--- config.mk ---
export PLATFORM = sky130hd
export DESIGN_NAME = cic_comb_chain
export DESIGN_NICKNAME = d
export VERILOG_FILES = /design/src/rtl/cic_pkg.sv /design/src/rtl/cic_comb_stage.sv /design/src/rtl/cic_comb_chain.sv
export SDC_FILE = /design/constraint.sdc
export NUM_CORES = 1
export LEC_CHECK = 0
export CAP_MARGIN = 5
export CORE_UTILIZATION = 59
export CTS_BUF_LIST = sky130_fd_sc_hd__clkbuf_16
export CTS_CLUSTER_SIZE = 16
export DETAILED_ROUTE_END_ITERATION = 6
export GPL_TIMING_DRIVEN = 0
export PLACE_DENSITY_LB_ADDON = 0.2
export SLEW_MARGIN = 10
export SYNTH_ARGS = -nofsm -noshare
export SYNTH_HDL_FRONTEND = slang
export SYNTH_SLANG_ARGS = --single-unit
--- constraint.sdc ---
create_clock -name clk_fast -period 1.9 [get_ports clk_fast]
set_input_delay 0.19 -clock clk_fast [delete_from_list [all_inputs] [get_ports clk_fast]]
set_output_delay 0.19 -clock clk_fast [all_outputs]
set_load 0.02 [all_outputs]
--- src/rtl/cic_pkg.sv ---
// cic_pkg: parameter checks and sizing helpers shared by the CIC filter blocks
package cic_pkg;

  function automatic bit params_ok(int stages, int diff_delay);
    return stages >= 1 && (diff_delay == 1 || diff_delay == 2);
  endfunction

  function automatic int prime_w(int stages, int diff_delay);
    return $clog2(stages * diff_delay + 1);
  endfunction

endpackage

--- src/rtl/cic_comb_stage.sv ---
// cic_comb_stage: one comb y[n] = x[n] - x[n-M] with an M-deep strobe-gated delay line
module cic_comb_stage #(
  parameter int WIDTH      = 8,
  parameter int DIFF_DELAY = 1
) (
  input  logic             clk_fast,
  input  logic             rstn,
  input  logic             in_valid,
  input  logic [WIDTH-1:0] in_data,
  output logic             out_valid,
  output logic [WIDTH-1:0] out_data
);

  logic [WIDTH-1:0] d [DIFF_DELAY];

  // subtract the oldest sample and shift the delay line, only on the input strobe
  always_ff @(posedge clk_fast or negedge rstn)
    if (!rstn) begin
      for (int i = 0; i < DIFF_DELAY; i++) d[i] <= '0;
      out_data  <= '0;
      out_valid <= 1'b0;
    end else begin
      out_valid <= in_valid;
      if (in_valid) begin
        out_data <= in_data - d[DIFF_DELAY-1];
        d[0]     <= in_data;
        for (int i = 1; i < DIFF_DELAY; i++) d[i] <= d[i-1];
      end
    end

endmodule

--- src/rtl/cic_comb_chain.sv ---
// cic_comb_chain: N cascaded comb stages with a sticky start-up transient flag
module cic_comb_chain
  import cic_pkg::*;
#(
  parameter int WIDTH      = 8,
  parameter int STAGES     = 3,
  parameter int DIFF_DELAY = 1
) (
  input  logic             clk_fast,
  input  logic             rstn,
  input  logic             in_valid,
  input  logic [WIDTH-1:0] in_data,
  output logic             out_valid,
  output logic [WIDTH-1:0] out_data,
  output logic             primed
);

  localparam int PW  = prime_w(STAGES, DIFF_DELAY);
  localparam int TGT = STAGES * DIFF_DELAY;

  logic [STAGES:0]  vld;
  logic [WIDTH-1:0] data [STAGES+1];
  logic [PW-1:0]    cnt;

  assign vld[0]  = in_valid;
  assign data[0] = in_data;

  for (genvar g = 0; g < STAGES; g++) begin : g_stage
    cic_comb_stage #(.WIDTH(WIDTH), .DIFF_DELAY(DIFF_DELAY)) u_stage (
      .clk_fast  (clk_fast),
      .rstn      (rstn),
      .in_valid  (vld[g]),
      .in_data   (data[g]),
      .out_valid (vld[g+1]),
      .out_data  (data[g+1])
    );
  end

  // count on the last stage's input strobe so the count lands with out_valid
  always_ff @(posedge clk_fast or negedge rstn)
    if (!rstn) cnt <= '0;
    else if (vld[STAGES-1] && cnt != PW'(TGT)) cnt <= cnt + PW'(1);

  assign out_valid = vld[STAGES];
  assign out_data  = data[STAGES];
  assign primed    = cnt == PW'(TGT);

  // illegal stage count or differential delay
  always_ff @(posedge clk_fast)
    assert (params_ok(STAGES, DIFF_DELAY));

endmodule
==> impl_table.tex, run 1 <==
\begin{tabular}{lr}
\hline
Metric & Value \\
\hline
\multicolumn{2}{l}{\textbf{Outcome}} \\
Status & completed \\
\multicolumn{2}{l}{\textbf{Yosys}} \\
Number of warnings issued by yosys & 0 \\
Total standard cell area after synthesis & slightly above 0.003 mm² \\
Share of synthesized flip-flops with an asynchronous set or reset & between 90\% and 100\% \\
Syn\_nets & around 360 \\
Most used flip-flop cell after synthesis & sky130\_fd\_sc\_hd\_\_dfrtp\_1 \\
Mapped Avg Cell Area & 9.70 µm² \\
Number of distinct library cells after synthesis & 46 \\
Part of the Yosys area used for sequential elements & 42.6\% \\
Number of storage elements in the synthesis netlist & between 50 and 60 \\
Synthesized instance count & roughly 320 \\
Number of synthesized flops with an enable pin & 0 \\
\multicolumn{2}{l}{\textbf{Timing}} \\
Slew Limit Headroom & between 50\% and 60\% \\
Final Cycle Share & approximately 95\% \\
Max Clock Freq & roughly 550 MHz \\
Final count of pins violating max slew & 0 \\
Tightest Pin Transition & about 0.63 ns \\
Number of setup violations in the final report & 0 \\
RSZ-0062 raised after global routing & no \\
Worst hold-check slack & approximately 0.37 ns \\
Minimum clock period & $\sim$1.8 ns \\
Largest clock skew in the final design & between 0.003 and 0.004 ns \\
Hold Vio Cnt, Final & 0 \\
\multicolumn{2}{l}{\textbf{Critical path}} \\
Worst-path cell with the longest stage delay & sky130\_fd\_sc\_hd\_\_or4b\_1 \\
Buf+Inv Stages, Crit Path & 1 \\
Endpoint kind of the worst setup timing path & flip-flop \\
Cell Chain, Critical Path & inv\_1 > ha\_1 > and2b\_1 > o211a\_1 > or4b\_1 > nand4\_1 \\
Crit Path Max Fanout & 3 \\
Required time of the critical path & around 2.1 ns \\
Element type at the critical path start & flip-flop \\
Critical Path AT & $\sim$2.0 ns \\
Class of the most critical setup path & flip-flop to flip-flop \\
Biggest cell delay along the critical path & approximately 0.49 ns \\
Top delay family on crit path & simple AND/OR/NAND/NOR gates \\
\multicolumn{2}{l}{\textbf{Floorplanning}} \\
Die span in x & about 75 µm \\
Number of primary I/O pins & 21 \\
Initial cell density of the core & 61.0\% \\
Placeable core region & approximately 0.0051 mm² \\
Number of cell rows & 26 \\
Area of the die & about 0.0056 mm² \\
Vertical extent of the die & between 70 and 80 µm \\
\multicolumn{2}{l}{\textbf{GRT}} \\
Overflow left after global routing & 0 \\
Initial antenna violation count & 0 \\
Global-route wire length before repair & $\sim$9600 µm \\
Total Routing Usage GR & 23.0\% \\
Pin count of the biggest net entering global routing & 28 \\
Vias in the first global route & 2238 \\
\multicolumn{2}{l}{\textbf{Route}} \\
Number of iterations in the first detailed-routing pass & 4 \\
Post-route ant nets & 0 \\
Post-Route WL & about 5700 µm \\
Average routed wire per standard cell & approximately 14 µm \\
Routed vias & about 2.4k \\
Iteration-0 DRC Markers & about 80 \\
Via density per instance & 5.59 \\
Number of remaining DRC errors & 0 \\
\multicolumn{2}{l}{\textbf{Finish}} \\
Fraction of layout instances using a drive strength above 1 & approximately 11\% \\
Area taken by multi-input logic gates & about 0.0016 mm² \\
Area growth from synthesis to layout & 15.2\% \\
Most common cell after layout, fill and taps aside & sky130\_fd\_sc\_hd\_\_dfrtp\_1 \\
Filler Cells Inserted & approximately 420 \\
Final antenna diode count & 0 \\
Top library cells by usage in the layout, fill and taps aside & sky130\_fd\_sc\_hd\_\_dfrtp\_1 (53), sky130\_fd\_sc\_hd\_\_inv\_1 (35), sky130\_fd\_sc\_hd\_\_nand2\_1 (30) \\
Final layout net count & 386 \\
Seq. cell area & 0.00133 mm² \\
\multicolumn{2}{l}{\textbf{Min path}} \\
Worst min-delay path class & flip-flop to flip-flop \\
\multicolumn{2}{l}{\textbf{Clock network}} \\
Number of buffers inserted during clock tree synthesis & 5 \\
Number of levels the H-tree was split into & 2 \\
Clock edge transition at the registers on the reported setup and hold paths & around 0.06 ns \\
Cell at the root of the clock tree & sky130\_fd\_sc\_hd\_\_clkbuf\_16 \\
Clock latency on the worst-skew pair & between 0.2 and 0.3 ns \\
Max Root-Sink Buffers & 2 \\
TritonCTS clock tree & yes \\
Clock Sinks & between 50 and 60 \\
\multicolumn{2}{l}{\textbf{Power and ir drop}} \\
Leakage power summed over all cells & roughly 1.6 nW \\
VDD IR-drop max & between 0.6 and 0.7 mV \\
Power Total & between 4 and 5 mW \\
Power density of the placed cells & about 1400 mW/mm² \\
\multicolumn{2}{l}{\textbf{Run}} \\
Number of max-cap violations & 0 \\
\multicolumn{2}{l}{\textbf{Placed design}} \\
Number of buffers inserted by port buffering & 20 \\
Dpl hpwl & roughly 4200 µm \\
Final GP Congestion & just over 0.8 \\
\hline
\end{tabular}
repair_timing:
item                                   4_1_cts  5_1_grt
setup endpoints to repair                    0        3
resized for setup                            0        6
setup buffers                                0        0
endpoints found under the hold margin       26        0
hold buffers                                 1        0
layout make-up:
class,count,area share [%]
Buffer,20,3.07
Inverter,35,3.66
Multi-Input combinational cell,213,43.7
Tap cell,70,2.44
Clock inverter,3,0.349
Sequential cell,53,37.0
Clock buffer,5,3.49
Timing Repair Buffer,22,6.28
synthesized netlist by cell type (5+ instances only):
cell / number / area (µm²)
sky130_fd_sc_hd__mux2_2: 10 / 113
sky130_fd_sc_hd__nand4_1: 6 / 37.5
sky130_fd_sc_hd__nor2_1: 9 / 33.8
sky130_fd_sc_hd__ha_1: 22 / 275
sky130_fd_sc_hd__inv_1: 35 / 131
sky130_fd_sc_hd__nor4b_1: 5 / 43.8
sky130_fd_sc_hd__a211oi_1: 11 / 82.6
sky130_fd_sc_hd__a21oi_1: 9 / 45.0
sky130_fd_sc_hd__xnor2_1: 6 / 52.6
sky130_fd_sc_hd__nand2b_1: 9 / 56.3
sky130_fd_sc_hd__o21ai_0: 24 / 120
sky130_fd_sc_hd__o21bai_1: 6 / 45.0
sky130_fd_sc_hd__nand2_1: 30 / 113
sky130_fd_sc_hd__nand3b_1: 5 / 37.5
sky130_fd_sc_hd__clkbuf_1: 8 / 30.0
sky130_fd_sc_hd__buf_4: 8 / 60.1
sky130_fd_sc_hd__dfrtp_1: 53 / 1330
per-stage QoR:
stage / cells / util (%) / setup TNS (ns) / cell area, µm² / setup slack [ns]
3_3_place_gp: 411 / 66.6 / -47.98 / 3400 / -0.903
5_1_grt: 421 / 70.2 / 0 / 3590 / 0.0164
2_1_floorplan: 321 / - / 0 / 3110 / 0.202
6_report: 421 / 70.2 / 0 / 3590 / 0.0871
4_1_cts: 421 / 69.8 / 0 / 3560 / 0.0282
3_5_place_dp: 412 / 66.9 / -0.434 / 3420 / -0.174
power by group:
part / switching, mW / internal, mW / total [mW]
sequential: 0.220 / 1.49 / 1.71
combinational: 1.24 / 1.15 / 2.40
clock: 0.382 / 0.477 / 0.858
total: 1.85 / 3.12 / 4.96
flip-flops by register name (all words and copies together) (netlist names):
signal	cells
cnt	2
g_stage.u_stage.d	24
g_stage.u_stage.out_data	24
g_stage.u_stage.out_valid	3
worst register-to-register path: cells and delay by family, from the launching register on:
kind	cells	cell delay, ns
and+or+nand+nor	3	0.79
DFF	1	0.36
adders and majority gates	1	0.24
buffers and inverters	1	0.11
AOI/OAI and AO/OA	1	0.26
final timing paths:
kind	slack, ns	cells after the start	from	to
worst min-delay path	0.37	0	g_stage[0].u_stage.out_valid$_DFF_PN0_	g_stage[1].u_stage.out_valid$_DFF_PN0_
max in group asynchronous	0.88	3	rstn	g_stage[1].u_stage.d[7]$_DFFE_PN0P_
worst max register to register	0.09	6	g_stage[0].u_stage.d[1]$_DFFE_PN0P_	g_stage[0].u_stage.out_data[7]$_DFFE_PN0P_
min in group asynchronous	0.45	2	rstn	g_stage[2].u_stage.d[1]$_DFFE_PN0P_
worst min register to register	0.37	0	g_stage[0].u_stage.out_valid$_DFF_PN0_	g_stage[1].u_stage.out_valid$_DFF_PN0_
worst max-delay path	0.09	6	g_stage[0].u_stage.d[1]$_DFFE_PN0P_	g_stage[0].u_stage.out_data[7]$_DFFE_PN0P_
per-layer routing:
| metal | global-route usage (%) | wire [µm] | vias up |
|---|---|---|---|
| li1 | - | - | 1190 |
| met3 | 4.69 | 185 | 14 |
| met5 | 0 | 0 | - |
| met1 | 25.9 | 2430 | 1096 |
| met2 | 40.6 | 2900 | 55 |
| met4 | 13.4 | 192 | 0 |
cells by family after synthesis:
family	after synthesis	share of synthesized area [%]
flip-flops	53	42.6
adder cells (fa/ha/maj)	25	10.8
AND/OR/NAND/NOR	85	14.8
AO/OA/AOI/OAI	82	17.3
multiplexers	12	4.26
XOR/XNOR	9	2.53
buffers and inverters	55	7.76
(Power assumes the default switching activity.)
==> run 2, diff against run 1 <==
--- a/constraint.sdc
+++ b/constraint.sdc
@@ -3,2 +3,2 @@
 set_output_delay 0.19 -clock clk_fast [all_outputs]
-set_load 0.02 [all_outputs]
+set_load 0.005 [all_outputs]
==> results of run 2 <==
Same layout as run 1 (identical final DEF). Status: completed.
Main changes from that run: total power 4.96 mW -> 4.85 mW; worst IR drop on VDD 0.656 mV -> 0.628 mV
